--- src/rtl/fir_pkg.sv ---
// Shared constants and the round-half-up / saturate helper for the FIR output scaler.
package fir_pkg;

    localparam int unsigned FIR_IN_W  = 32;
    localparam int unsigned FIR_OUT_W = 16;
    localparam int unsigned FIR_SHIFT = 15;
    localparam int unsigned SAT_CNT_W = 16;

    typedef struct packed {
        logic [FIR_IN_W:0] y;
        logic              sat;
    } fir_rs_t;

    // The 33-bit sum cannot overflow, so the clamp sees the true rounded value.
    function automatic fir_rs_t fir_round_sat(input logic [FIR_IN_W-1:0] x,
                                              input int unsigned         shift,
                                              input int unsigned         out_w);
        logic signed [FIR_IN_W:0] sum;
        logic signed [FIR_IN_W:0] q;
        logic signed [FIR_IN_W:0] hi;
        logic signed [FIR_IN_W:0] lo;
        fir_rs_t                  r;
        sum   = $signed({x[FIR_IN_W-1], x}) + (33'sd1 <<< (shift - 1));
        q     = sum >>> shift;
        hi    = (33'sd1 <<< (out_w - 1)) - 33'sd1;
        lo    = -(33'sd1 <<< (out_w - 1));
        r.y   = q;
        r.sat = 1'b0;
        if (q > hi) begin
            r.y   = hi;
            r.sat = 1'b1;
        end else if (q < lo) begin
            r.y   = lo;
            r.sat = 1'b1;
        end
        return r;
    endfunction

endpackage

--- src/rtl/fir_skid_buffer.sv ---
// Output register plus one-entry skid register; ready is registered and means "skid empty".
module fir_skid_buffer #(
    parameter int unsigned W = 18
) (
    input  logic         clk_i,
    input  logic         rst_ni,
    input  logic         in_valid_i,
    output logic         in_ready_o,
    input  logic [W-1:0] in_data_i,
    output logic         out_valid_o,
    input  logic         out_ready_i,
    output logic [W-1:0] out_data_o
);

    logic         out_valid_q, out_valid_d;
    logic [W-1:0] out_data_q, out_data_d;
    logic         skid_valid_q, skid_valid_d;
    logic [W-1:0] skid_data_q, skid_data_d;
    logic         ready_q, ready_d;
    logic         accept;
    logic         out_free;

    always_comb begin
        accept       = in_valid_i & ready_q;
        out_free     = ~out_valid_q | out_ready_i;
        out_valid_d  = out_valid_q;
        out_data_d   = out_data_q;
        skid_valid_d = skid_valid_q;
        skid_data_d  = skid_data_q;
        if (out_free) begin
            // A full skid always has priority: ready was low, so nothing new arrives this cycle.
            if (skid_valid_q) begin
                out_valid_d  = 1'b1;
                out_data_d   = skid_data_q;
                skid_valid_d = 1'b0;
            end else begin
                out_valid_d = accept;
                out_data_d  = accept ? in_data_i : '0;
            end
        end else if (accept) begin
            skid_valid_d = 1'b1;
            skid_data_d  = in_data_i;
        end
        ready_d = ~skid_valid_d;
    end

    always_ff @(posedge clk_i or negedge rst_ni) begin
        if (!rst_ni) begin
            out_valid_q  <= 1'b0;
            out_data_q   <= '0;
            skid_valid_q <= 1'b0;
            skid_data_q  <= '0;
            ready_q      <= 1'b0;
        end else begin
            out_valid_q  <= out_valid_d;
            out_data_q   <= out_data_d;
            skid_valid_q <= skid_valid_d;
            skid_data_q  <= skid_data_d;
            ready_q      <= ready_d;
        end
    end

    assign in_ready_o  = ready_q;
    assign out_valid_o = out_valid_q;
    assign out_data_o  = out_data_q;

endmodule

--- src/rtl/fir_out_scaler.sv ---
// Scales each 32-bit FIR word by a rounding right shift, saturates to OUT_W bits, counts clips.
module fir_out_scaler
    import fir_pkg::*;
#(
    parameter int unsigned SHIFT = FIR_SHIFT,
    parameter int unsigned OUT_W = FIR_OUT_W
) (
    input  logic                 clk,
    input  logic                 reset,
    input  logic [FIR_IN_W-1:0]  s_axis_fir_tdata,
    input  logic [3:0]           s_axis_fir_tkeep,
    input  logic                 s_axis_fir_tlast,
    input  logic                 s_axis_fir_tvalid,
    output logic                 s_axis_fir_tready,
    output logic [OUT_W-1:0]     m_axis_fir_tdata,
    output logic [OUT_W/8-1:0]   m_axis_fir_tkeep,
    output logic                 m_axis_fir_tlast,
    output logic                 m_axis_fir_tvalid,
    input  logic                 m_axis_fir_tready,
    input  logic                 sat_clear,
    output logic [SAT_CNT_W-1:0] sat_count
);

    localparam int unsigned PW = OUT_W + 2;

    fir_rs_t              rs;
    logic                 s_accept;
    logic [PW-1:0]        in_payload;
    logic [PW-1:0]        out_payload;
    logic [SAT_CNT_W-1:0] sat_count_q, sat_count_d;

    // Upper result bits are sign copies after the clamp; the sat flag rides along with each beat.
    logic unused_tkeep;
    logic unused_rs_hi;
    logic unused_out_sat;

    assign rs         = fir_round_sat(s_axis_fir_tdata, SHIFT, OUT_W);
    assign s_accept   = s_axis_fir_tvalid & s_axis_fir_tready;
    assign in_payload = {rs.sat, s_axis_fir_tlast, rs.y[OUT_W-1:0]};

    fir_skid_buffer #(
        .W (PW)
    ) u_skid (
        .clk_i       (clk),
        .rst_ni      (reset),
        .in_valid_i  (s_axis_fir_tvalid),
        .in_ready_o  (s_axis_fir_tready),
        .in_data_i   (in_payload),
        .out_valid_o (m_axis_fir_tvalid),
        .out_ready_i (m_axis_fir_tready),
        .out_data_o  (out_payload)
    );

    assign m_axis_fir_tdata = out_payload[OUT_W-1:0];
    assign m_axis_fir_tlast = out_payload[OUT_W];
    assign m_axis_fir_tkeep = {(OUT_W/8){m_axis_fir_tvalid}};

    assign unused_tkeep   = ^s_axis_fir_tkeep;
    assign unused_rs_hi   = ^rs.y[FIR_IN_W:OUT_W];
    assign unused_out_sat = out_payload[OUT_W+1];

    always_comb begin
        sat_count_d = sat_count_q;
        if (sat_clear) begin
            sat_count_d = '0;
        end else if (s_accept && rs.sat && (sat_count_q != {SAT_CNT_W{1'b1}})) begin
            sat_count_d = sat_count_q + 1'b1;
        end
    end

    always_ff @(posedge clk or negedge reset) begin
        if (!reset) begin
            sat_count_q <= '0;
        end else begin
            sat_count_q <= sat_count_d;
        end
    end

    assign sat_count = sat_count_q;

endmodule

--- config.mk ---
export PLATFORM = sky130hd
export DESIGN_NAME = fir_out_scaler
export DESIGN_NICKNAME = d
export VERILOG_FILES = /design/src/rtl/fir_pkg.sv /design/src/rtl/fir_skid_buffer.sv /design/src/rtl/fir_out_scaler.sv
export SDC_FILE = /design/constraint.sdc
export NUM_CORES = 1
export LEC_CHECK = 0
export CAP_MARGIN = 20
export CORE_ASPECT_RATIO = 1.4
export CORE_UTILIZATION = 54
export DETAILED_ROUTE_END_ITERATION = 16
export PLACE_DENSITY = 0.86
export SLEW_MARGIN = 20
export SYNTH_ARGS = -nofsm -noshare
export SYNTH_HDL_FRONTEND = slang
export SYNTH_HIERARCHICAL = 1
export SYNTH_SLANG_ARGS = --single-unit
--- constraint.sdc ---
create_clock -name clk -period 4.1 [get_ports clk]
set_input_delay 1.23 -clock clk [delete_from_list [all_inputs] [get_ports clk]]
set_output_delay 1.23 -clock clk [all_outputs]
set_load 0.05 [all_outputs]
==> impl_metrics.csv, run 1 <==
group,metric,value,unit
route,drc,0,
global_route,antenna_found_initial,0,
setup_path,critPathArrivalTime,3.89,ns
route,routed_via_density,6.14,
synth,syn_avg_cell_area,9.77,sq um
global_route,grt_max_degree,36,
cts,numCtsBuffers,5,
timing,period_share,0.901,
timing,rsz0062_at_grt,"no",
timing,slew_violations,0,
finish,finalNonFillerCells,448,
placement,portBuffers,60,
pwr,sequentialPowerShare,0.460,
finish,drive_gt1_frac,0.124,
pwr,total_power,0.00146,W
placement,gp_congestion,0.790,
setup_path,path_buf_inv,1,
global_route,grt_pass1_vias,2686,
cts,cts_tree,"built",
global_route,grt_pass1_wl,12.2,mm
timing,period_minus_slack,3.70,ns
floorplan,initial_core_util,0.570,
route,finalWirelength,7.29,mm
setup_path,crit_slowest_cell,"or4_1",
route,postRouteAntennaNets,0,
floorplan,core,0.00561,sq mm
cts,postCtsSetupRepairBufs,0,
setup_path,critPathKind,"in2reg",
pwr,clkPwrFrac,0.201,
finish,utilization,0.697,
global_route,grt_overflow,0,
floorplan,dieArea,0.00623,sq mm
timing,skew,0.00298,ns
hold_path,hold_path.class,"reg2reg",
setup_path,path_cells,"clkdlybuf4s50_1 > and4_4 > nand4_4 > o31a_1 > or4_1 > or4b_4 > mux2_4",
run_status,outcome,"complete, no violations",
finish,fin_nets,423,
route,drt_pass1_iterations,4,
setup_path,critPathLaunchType,"primary input",
timing,max_freq,271,MHz
timing,hold_violations,0,
timing,whs,0.518,ns
floorplan,die_w,67,um
timing,slew_headroom,0.367,
floorplan,fp.dieH,93.0,um
synth,yosys_warnings,6,
synth,synthesis.area,0.00319,sq mm
floorplan,num_io_pins,79,
cts,cts_root_buf,"clkbuf_8",
cts,clock_latency,0.30,ns
run,maxCapViolCount,0,
synth,syn_inst,327,
pwr,p_int,0.000944,W
pwr,p_leak,1.48,nW
placement,dp_cells,440,
pwr,switching_share,0.354,
synth,synth_nets,371,
floorplan,rows,32,
placement,hpwl,5.18,mm
timing,tns,0,ns
cts,cts_hold_buf,0,
finish,area_growth,22.4,%
pwr,peakVddDrop,0.215,mV
cts,numClockSinks,53,
timing,setup_viol,0,
pwr,p_comb_frac,0.338,
route,drt_iter0_drc,216,
setup_path,cp-end-kind,"flop",
route,vias,2752,
global_route,grt_use_total,0.249,
timing,worst_pin_slew,0.950,ns
finish,n_antenna_cell,0,
pwr,powerDensity,374,mW/mm^2
route,wl_per_cell,16.3,um
setup_path,cp_top_family,"simple AND/OR/NAND/NOR gates",
setup_path,cp_max_fo,5,
setup_path,max_stage_delay,0.55,ns
setup_path,required,4.30,ns
pwr,switching_power,0.000516,W
cts,ctsResizeCount,0,
cts,clockBufferDepth,2,
cts,htree_num_levels,2,
cts,path_clk_slew,0.10,ns
-- area by class of cell --
class	count	area, sq um
multi-input combinational	247	1730
tap	68	85.1
inverter	2	7.51
clock inverter	2	15.0
sequential	53	1330
fill	437	1700
clock buffer	6	72.6
timing repair buffer	70	671
-- state kept, by name, indices dropped and copies added, names as in the netlist --
name,flops
sat_count,16
u_skid/in_ready_o,1
u_skid/skid_valid_q,1
u_skid/out_valid_o,1
u_skid/out_data_o,17
u_skid/skid_data_q,17
-- per-stage QoR --
stage / instance area [sq um] / worst slack (ns)
floorplan: 3190 / 0.475
global placement: 3820 / 0.0919
detailed placement: 3820 / 0.0921
CTS: 3910 / 0.408
global route: 3910 / 0.305
finish: 3910 / 0.404
-- layer usage --
metal	up-vias	GRT usage	wire [um]
met1	1333	0.310	3030
met3	12	0.0378	311
met2	86	0.421	3830
met5	-	0	0
met4	0	0.105	123
li1	1321	-	-
-- worst paths after layout --
| path | startpoint | end | slack [ns] | cells after the start |
|---|---|---|---|---|
| max in group asynchronous | reset | u_skid/out_data_o[4] | 2.38 | 2 |
| hold / removal | u_skid/skid_data_q[4] | u_skid/skid_data_q[4] | 0.52 | 1 |
| setup / recovery | s_axis_fir_tdata[25] | sat_count[5] | 0.40 | 7 |
| min in group asynchronous | reset | u_skid/skid_data_q[9] | 0.96 | 1 |
| hold reg to reg | u_skid/skid_data_q[4] | u_skid/skid_data_q[4] | 0.52 | 1 |
| setup reg to reg | u_skid/in_ready_o | sat_count[11] | 1.67 | 6 |
-- power groups by stage --
stage / logic, W / registers [W] / clock network (W)
final: 0.000494 / 0.000672 / 0.000294
after global routing: 0.000528 / 0.000684 / 0.000320
after CTS: 0.000496 / 0.000671 / 0.000301
after detailed placement: 0.000494 / 0.000682 / 0
after global placement: 0.000483 / 0.000676 / 0
after floorplan: 0.000211 / 0.000801 / 0
-- layout by cell type (no fill, tap or decap), drive strengths merged, types with 11 or more instances in the layout --
cell type      count
nor3b             17
buf               11
a31oi             18
o21ai             21
dfrtp             53
a21oi             14
clkdlybuf4s50     59
nand4b            19
nor2              12
mux2              22
nand2             33
Power figures use the tool's default switching activity.
==> run 2, diff against run 1 <==
PLACE_DENSITY = 0.87   (was 0.86)
SKIP_LAST_GASP = 1   (was not set)
SYNTH_HIERARCHICAL = not set   (was 1)
==> run 2 against run 1 <==
Against the previous run:
- clock power increased by 23%
- global-route usage up 2.8 points
- via count is 9.7% higher
- fmax increased by 0.81%
- sequential cell count unchanged
- die area down 0.45%
- synthesized cell count rose by 10%
- clock skew up 0.0067 ns
- cell count up 8.3%
- largest cell class unchanged
- combinational power shrank 8.9%
- first-iteration DRC count down 2.3%
==> impl_metrics.csv, run 2 <==
group,metric,value,unit
setup_path,required,4.30,ns
pwr,p_comb_frac,0.306,
placement,dp_cells,477,
cts,clock_latency,0.31,ns
synth,synthesis.area,0.00318,sq mm
synth,synth_top_area_share,0.417,
synth,syn_inst,360,
run_status,outcome,"complete, no violations",
setup_path,cp-end-kind,"flop",
placement,gp_congestion,0.921,
global_route,grt_pass1_vias,2854,
pwr,clkPwrFrac,0.246,
synth,synth-main-ff-cell,"dfrtp_1",
cts,cts_tree,"built",
floorplan,initial_core_util,0.567,
route,wl_per_cell,16.3,um
floorplan,rows,32,
finish,register_area,0.00133,sq mm
floorplan,dieArea,0.00620,sq mm
synth,synth-seq-cells,53,
synth,synthTopCellsByArea,"dfrtp_1 (42%), a21oi_1 (5.8%), nand2_1 (4.5%)",
pwr,p_leak,1.60,nW
placement,portBuffers,60,
pwr,p_int,0.000945,W
finish,fin_nets,460,
finish,final_common_cell,"clkdlybuf4s50_1",
synth,synth_commonest_cells,"dfrtp_1 (53), nand2_1 (38), a21oi_1 (37), nor2_1 (22), o21ai_0 (21)",
pwr,powerDensity,372,mW/mm^2
synth,syn_avg_cell_area,8.83,sq um
global_route,grt_max_degree,32,
timing,rsz0062_at_grt,"no",
hold_path,hold_path.class,"reg2reg",
synth,yosysMostFrequentCell,"dfrtp_1",
finish,drive_gt1_frac,0.0743,
finish,utilization,0.704,
timing,tns,0,ns
timing,slew_headroom,0.480,
timing,max_freq,273,MHz
synth,synth_edf_count,0,
cts,cts_hold_buf,0,
timing,hold_violations,0,
setup_path,cp_max_fo,6,
placement,hpwl,5.77,mm
route,routed_via_density,6.22,
timing,setup_viol,0,
synth,synthArstFlopShare,1.00,
route,postRouteAntennaNets,0,
route,drc,0,
finish,area_growth,24.2,%
setup_path,critPathArrivalTime,3.87,ns
cts,numCtsBuffers,5,
finish,n_antenna_cell,0,
floorplan,die_w,66.9,um
floorplan,core,0.00561,sq mm
route,drt_pass1_iterations,4,
floorplan,fp.dieH,92.8,um
finish,finalNonFillerCells,485,
timing,worst_pin_slew,0.778,ns
finish,fillers,448,
route,vias,3019,
pwr,switching_power,0.000524,W
cts,path_clk_slew,0.10,ns
global_route,antenna_found_initial,0,
synth,synth.largest_area_cell,"dfrtp_1",
pwr,peakVddDrop,0.182,mV
synth,ys_seq_area_frac,0.417,
setup_path,critPathKind,"in2reg",
pwr,switching_share,0.357,
synth,yosys_warnings,0,
run,maxCapViolCount,0,
cts,numClockSinks,53,
floorplan,num_io_pins,79,
timing,skew,0.00963,ns
cts,htree_num_levels,2,
setup_path,critPathLaunchType,"primary input",
route,drt_iter0_drc,211,
synth,ys_types,51,
finish,final_cell_mix,"clkdlybuf4s50_1 (59), dfrtp_1 (53), nand2_1 (38)",
timing,period_minus_slack,3.67,ns
global_route,grt_overflow,0,
finish,multi_input_area,0.00173,sq mm
cts,ctsResizeCount,0,
route,finalWirelength,7.91,mm
timing,period_share,0.894,
pwr,sequentialPowerShare,0.447,
global_route,grt_use_total,0.277,
timing,slew_violations,0,
synth,synth_nets,404,
cts,clockBufferDepth,2,
cts,postCtsSetupRepairBufs,0,
global_route,grt_pass1_wl,13.2,mm
cts,cts_root_buf,"clkbuf_8",
timing,whs,0.491,ns
==> run 2: layout make-up <==
cell class,instances,share of cell area
inverter,7,0.00666
sequential,53,0.336
clock inverter,3,0.0117
timing repair buffer,69,0.168
clock buffer,5,0.0174
multi-input combinational,280,0.439
tap,68,0.0216
==> run 2: cells by family after synthesis <==
| group | share of synthesized area |
|---|---|
| muxes | 0.0102 |
| buffers and inverters | 0.0382 |
| and+or+nand+nor | 0.252 |
| adders and majority gates | 0.00787 |
| AOI/OAI and AO/OA | 0.225 |
| DFF | 0.417 |
| xor gates and xnor gates | 0.0496 |
==> run 2: critical path, cell delays in order <==
cell and delay, ns:
clkdlybuf4s50_1 0.50, ha_1 0.22, nand4_1 0.17, buf_4 0.21, nor4_4 0.39, xnor2_1 0.32
nor2_1 0.21, a311o_1 0.35, o21ai_0 0.26
==> run 2: worst paths after layout <==
kind / start / endpoint / slack, ns / cells past startpoint
setup / recovery: s_axis_fir_tdata[15] / u_skid.out_data_o[3] / 0.43 / 9
hold / removal: u_skid.skid_data_q[0] / u_skid.skid_data_q[0] / 0.49 / 2
setup reg to reg: sat_count[5] / sat_count[13] / 1.72 / 7
hold reg to reg: u_skid.skid_data_q[0] / u_skid.skid_data_q[0] / 0.49 / 2
max in group asynchronous: reset / u_skid.skid_data_q[14] / 2.38 / 2
min in group asynchronous: reset / sat_count[10] / 0.95 / 1
==> run 2: stage by stage <==
| step | power [W] | cell area [sq um] | setup slack, ns |
|---|---|---|---|
| floorplan | 0.000946 | 3180 | 1.04 |
| global placement | 0.00110 | 3830 | 0.245 |
| detailed placement | 0.00111 | 3830 | 0.177 |
| CTS | 0.00147 | 3950 | 0.496 |
| global route | 0.00154 | 3950 | 0.199 |
| finish | 0.00147 | 3950 | 0.434 |
==> run 2: power groups by stage <==
stage / Sequential (W) / Clock (W) / Combinational (W)
final: 0.000657 / 0.000362 / 0.000450
after global routing: 0.000665 / 0.000387 / 0.000485
after CTS: 0.000655 / 0.000366 / 0.000450
after detailed placement: 0.000663 / 0 / 0.000447
after global placement: 0.000658 / 0 / 0.000437
after floorplan: 0.000774 / 0 / 0.000172
==> run 2: layer usage <==
layer / vias up / share of wire / track usage
li1: 1448 / - / -
met2: 104 / 0.52 / 0.481
met5: - / 0 / 0
met1: 1445 / 0.41 / 0.334
met4: 0 / 0.031 / 0.128
met3: 22 / 0.042 / 0.0308
==> run 3, diff against run 2 <==
ABC_AREA = 1   (was not set)
PLACE_DENSITY = 0.86   (was 0.87)
SETUP_SLACK_MARGIN = 0.4   (was not set)
==> run 3 against run 2 <==
Against the previous run:
- combinational power up 7.1%
- non-clock buffer count down 4
- total power up 2.5%
- routed wire length down 7.8%
- hold slack better by 0.0086 ns
- synthesized area up 1.9%
- sequential share of layout area down 0.19 points
- die area up 1.9%
- via count up 1.0%
- sequential cell count unchanged
- fmax up 14%
- worst setup slack better by 0.44 ns
- largest cell class unchanged
==> impl_metrics.csv, run 3 <==
group,metric,value,unit
run_status,outcome,"complete, no violations",
cts,clockBufferDepth,2,
cts,numCtsBuffers,5,
global_route,grt_pass1_vias,2898,
global_route,grt_pass1_wl,12.6,mm
setup_path,critPathArrivalTime,3.47,ns
setup_path,critPathLaunchType,"primary input",
floorplan,num_io_pins,79,
synth,synth-seq-cells,53,
route,drt_pass1_iterations,4,
setup_path,path_buf_inv,1,
global_route,antenna_found_initial,0,
finish,final_common_cell,"nand2_1",
placement,portBuffers,60,
global_route,grt_max_degree,34,
synth,synth.largest_area_cell,"dfrtp_1",
synth,synth-main-ff-cell,"dfrtp_1",
finish,drive_gt1_frac,0.0970,
route,routed_via_density,5.61,
global_route,grt_overflow,0,
synth,yosys_warnings,0,
setup_path,r2r-start,"sat_count[0]",
route,finalWirelength,7.29,mm
floorplan,initial_core_util,0.557,
route,wl_per_cell,13.4,um
floorplan,dieArea,0.00632,sq mm
setup_path,max_stage_delay,0.49,ns
pwr,p_leak,1.88,nW
pwr,peakVddDrop,0.185,mV
placement,hpwl,5.28,mm
hold_path,hold_start,"u_skid.skid_data_q[16]",
setup_path,crit_slowest_cell,"clkdlybuf4s50_1",
global_route,grt_use_total,0.256,
finish,area_growth,22.5,%
setup_path,critPathKind,"in2reg",
setup_path,r2r_slack,2.16,ns
route,drc,0,
synth,synthArstFlopShare,1.00,
finish,final_cell_mix,"nand2_1 (106), clkdlybuf4s50_1 (59), dfrtp_1 (53)",
synth,syn_inst,421,
hold_path,min_delay_path_depth,2,
setup_path,path_cells,"clkdlybuf4s50_1 > ha_1 > nand2_1 > nor2_4 > nand2_2 > nor2_1 > nand2_1 > nand2_2 > nand2_1 > nand2_4 > nand2_4 > nand2_4 > nand3_1 > nand2_1",
setup_path,cp_top_family,"simple AND/OR/NAND/NOR gates",
timing,hold_violations,0,
floorplan,fp.dieH,93.7,um
timing,setup_viol,0,
floorplan,core,0.00582,sq mm
synth,synthTopCellsByArea,"dfrtp_1 (41%), nand2_1 (12%), nor2_1 (5.9%)",
timing,rsz0062_at_grt,"no",
timing,slew_violations,0,
placement,pre_cts_slack,0.543,ns
pwr,powerDensity,379,mW/mm^2
route,postRouteAntennaNets,0,
setup_path,cp-end-kind,"flop",
timing,period_minus_slack,3.22,ns
hold_path,min_to,"u_skid.skid_data_q[16]",
synth,ys_seq_area_frac,0.409,
cts,ctsResizeCount,0,
cts,htree_num_levels,2,
floorplan,die_w,67.5,um
cts,cts_tree,"built",
synth,ys_types,32,
cts,numClockSinks,53,
finish,postLayoutCellArea,0.00397,sq mm
run,maxCapViolCount,0,
synth,synth_top_area_share,0.409,
finish,finalNonFillerCells,544,
cts,cts_root_buf,"clkbuf_8",
floorplan,rows,33,
hold_path,hold_path.class,"reg2reg",
finish,fin_nets,517,
finish,fillers,492,
setup_path,cp_max_fo,17,
timing,period_share,0.786,
timing,skew,0.00616,ns
route,drt_iter0_drc,208,
route,vias,3050,
synth,synth_commonest_cells,"nand2_1 (106), dfrtp_1 (53), nor2_1 (51), inv_1 (34), a21oi_1 (33)",
finish,n_antenna_cell,0,
synth,synthesis.area,0.00324,sq mm
setup_path,r2r_cells,9,
synth,yosysMostFrequentCell,"nand2_1",
cts,postCtsSetupRepairBufs,0,
synth,synth_nets,465,
synth,syn_avg_cell_area,7.70,sq um
placement,place_area,0.00385,sq mm
cts,path_clk_slew,0.10,ns
cts,cts_hold_buf,0,
placement,gp_congestion,0.931,
timing,worst_pin_slew,1.09,ns
setup_path,reg2reg_to,"sat_count[15]",
cts,clock_latency,0.31,ns
timing,max_freq,310,MHz
placement,dp_cells,536,
synth,synth_edf_count,0,
timing,slew_headroom,0.274,
timing,tns,0,ns
setup_path,required,4.35,ns
setup_path,cp_common_cell,"nand2_1",
timing,worst_slack,0.877,ns
-- run 3: power breakdown --
group	switching, W	internal [W]
sequential	0.0000556	0.000606
clock	0.000179	0.000183
combinational	0.000317	0.000165
total	0.000551	0.000954
-- run 3: area by class of cell --
| type | instances | area [sq um] | area share |
|---|---|---|---|
| Clock buffer | 5 | 68.8 | 0.0173 |
| Tap cell | 70 | 87.6 | 0.0221 |
| Clock inverter | 3 | 46.3 | 0.0117 |
| Timing Repair Buffer | 65 | 633 | 0.159 |
| Sequential cell | 53 | 1330 | 0.334 |
| Multi-Input combinational cell | 312 | 1670 | 0.421 |
| Inverter | 36 | 135 | 0.0340 |
-- run 3: how the worst max path moves through the flow --
stage / endpoint / startpoint / depth (start not counted) / slack, ns
3_3_place_gp: sat_count[14] / s_axis_fir_tdata[14] / 14 / 0.59
2_1_floorplan: sat_count[2] / s_axis_fir_tdata[14] / 12 / 1.40
3_5_place_dp: sat_count[15] / s_axis_fir_tdata[15] / 13 / 0.54
4_1_cts: sat_count[15] / s_axis_fir_tdata[15] / 14 / 0.88
6_report: sat_count[15] / s_axis_fir_tdata[15] / 14 / 0.88
5_1_grt: sat_count[0] / s_axis_fir_tdata[15] / 14 / 0.67
-- run 3: metrics by stage --
stage	utilization	hold WS, ns	total power, W
after floorplan	-	0.443	0.000988
after global placement	0.662	0.457	0.00114
after detailed placement	0.662	0.473	0.00115
after CTS	0.682	0.496	0.00151
after global routing	0.682	0.533	0.00158
final	0.682	0.499	0.00151
-- run 3: metal layers --
layer	global-route usage	share of wire	up-vias
li1	-	-	1475
met1	0.298	0.40	1434
met2	0.447	0.53	125
met3	0.0328	0.045	16
met4	0.122	0.023	0
met5	0	0	-
-- run 3: worst register-to-register path, stage by stage (launching register included) --
cell and delay [ns]:
dfrtp_1 0.47, ha_1 0.28, nand2_1 0.14, nor3_1 0.15
nand4_1 0.12, nand2_1 0.10, inv_2 0.14, nand2_4 0.26
nand3_1 0.11, nand2_1 0.12
-- run 3: cells by family (layout without fill, tap and decap cells) --
logic type,count (synthesis),in the layout,share of synthesized area
xor gates and xnor gates,26,26,0.0703
AOI/OAI and AO/OA,53,53,0.0950
adders and majority gates,2,2,0.00772
DFF,53,53,0.409
buffers and inverters,56,109,0.0753
and+or+nand+nor,231,231,0.342
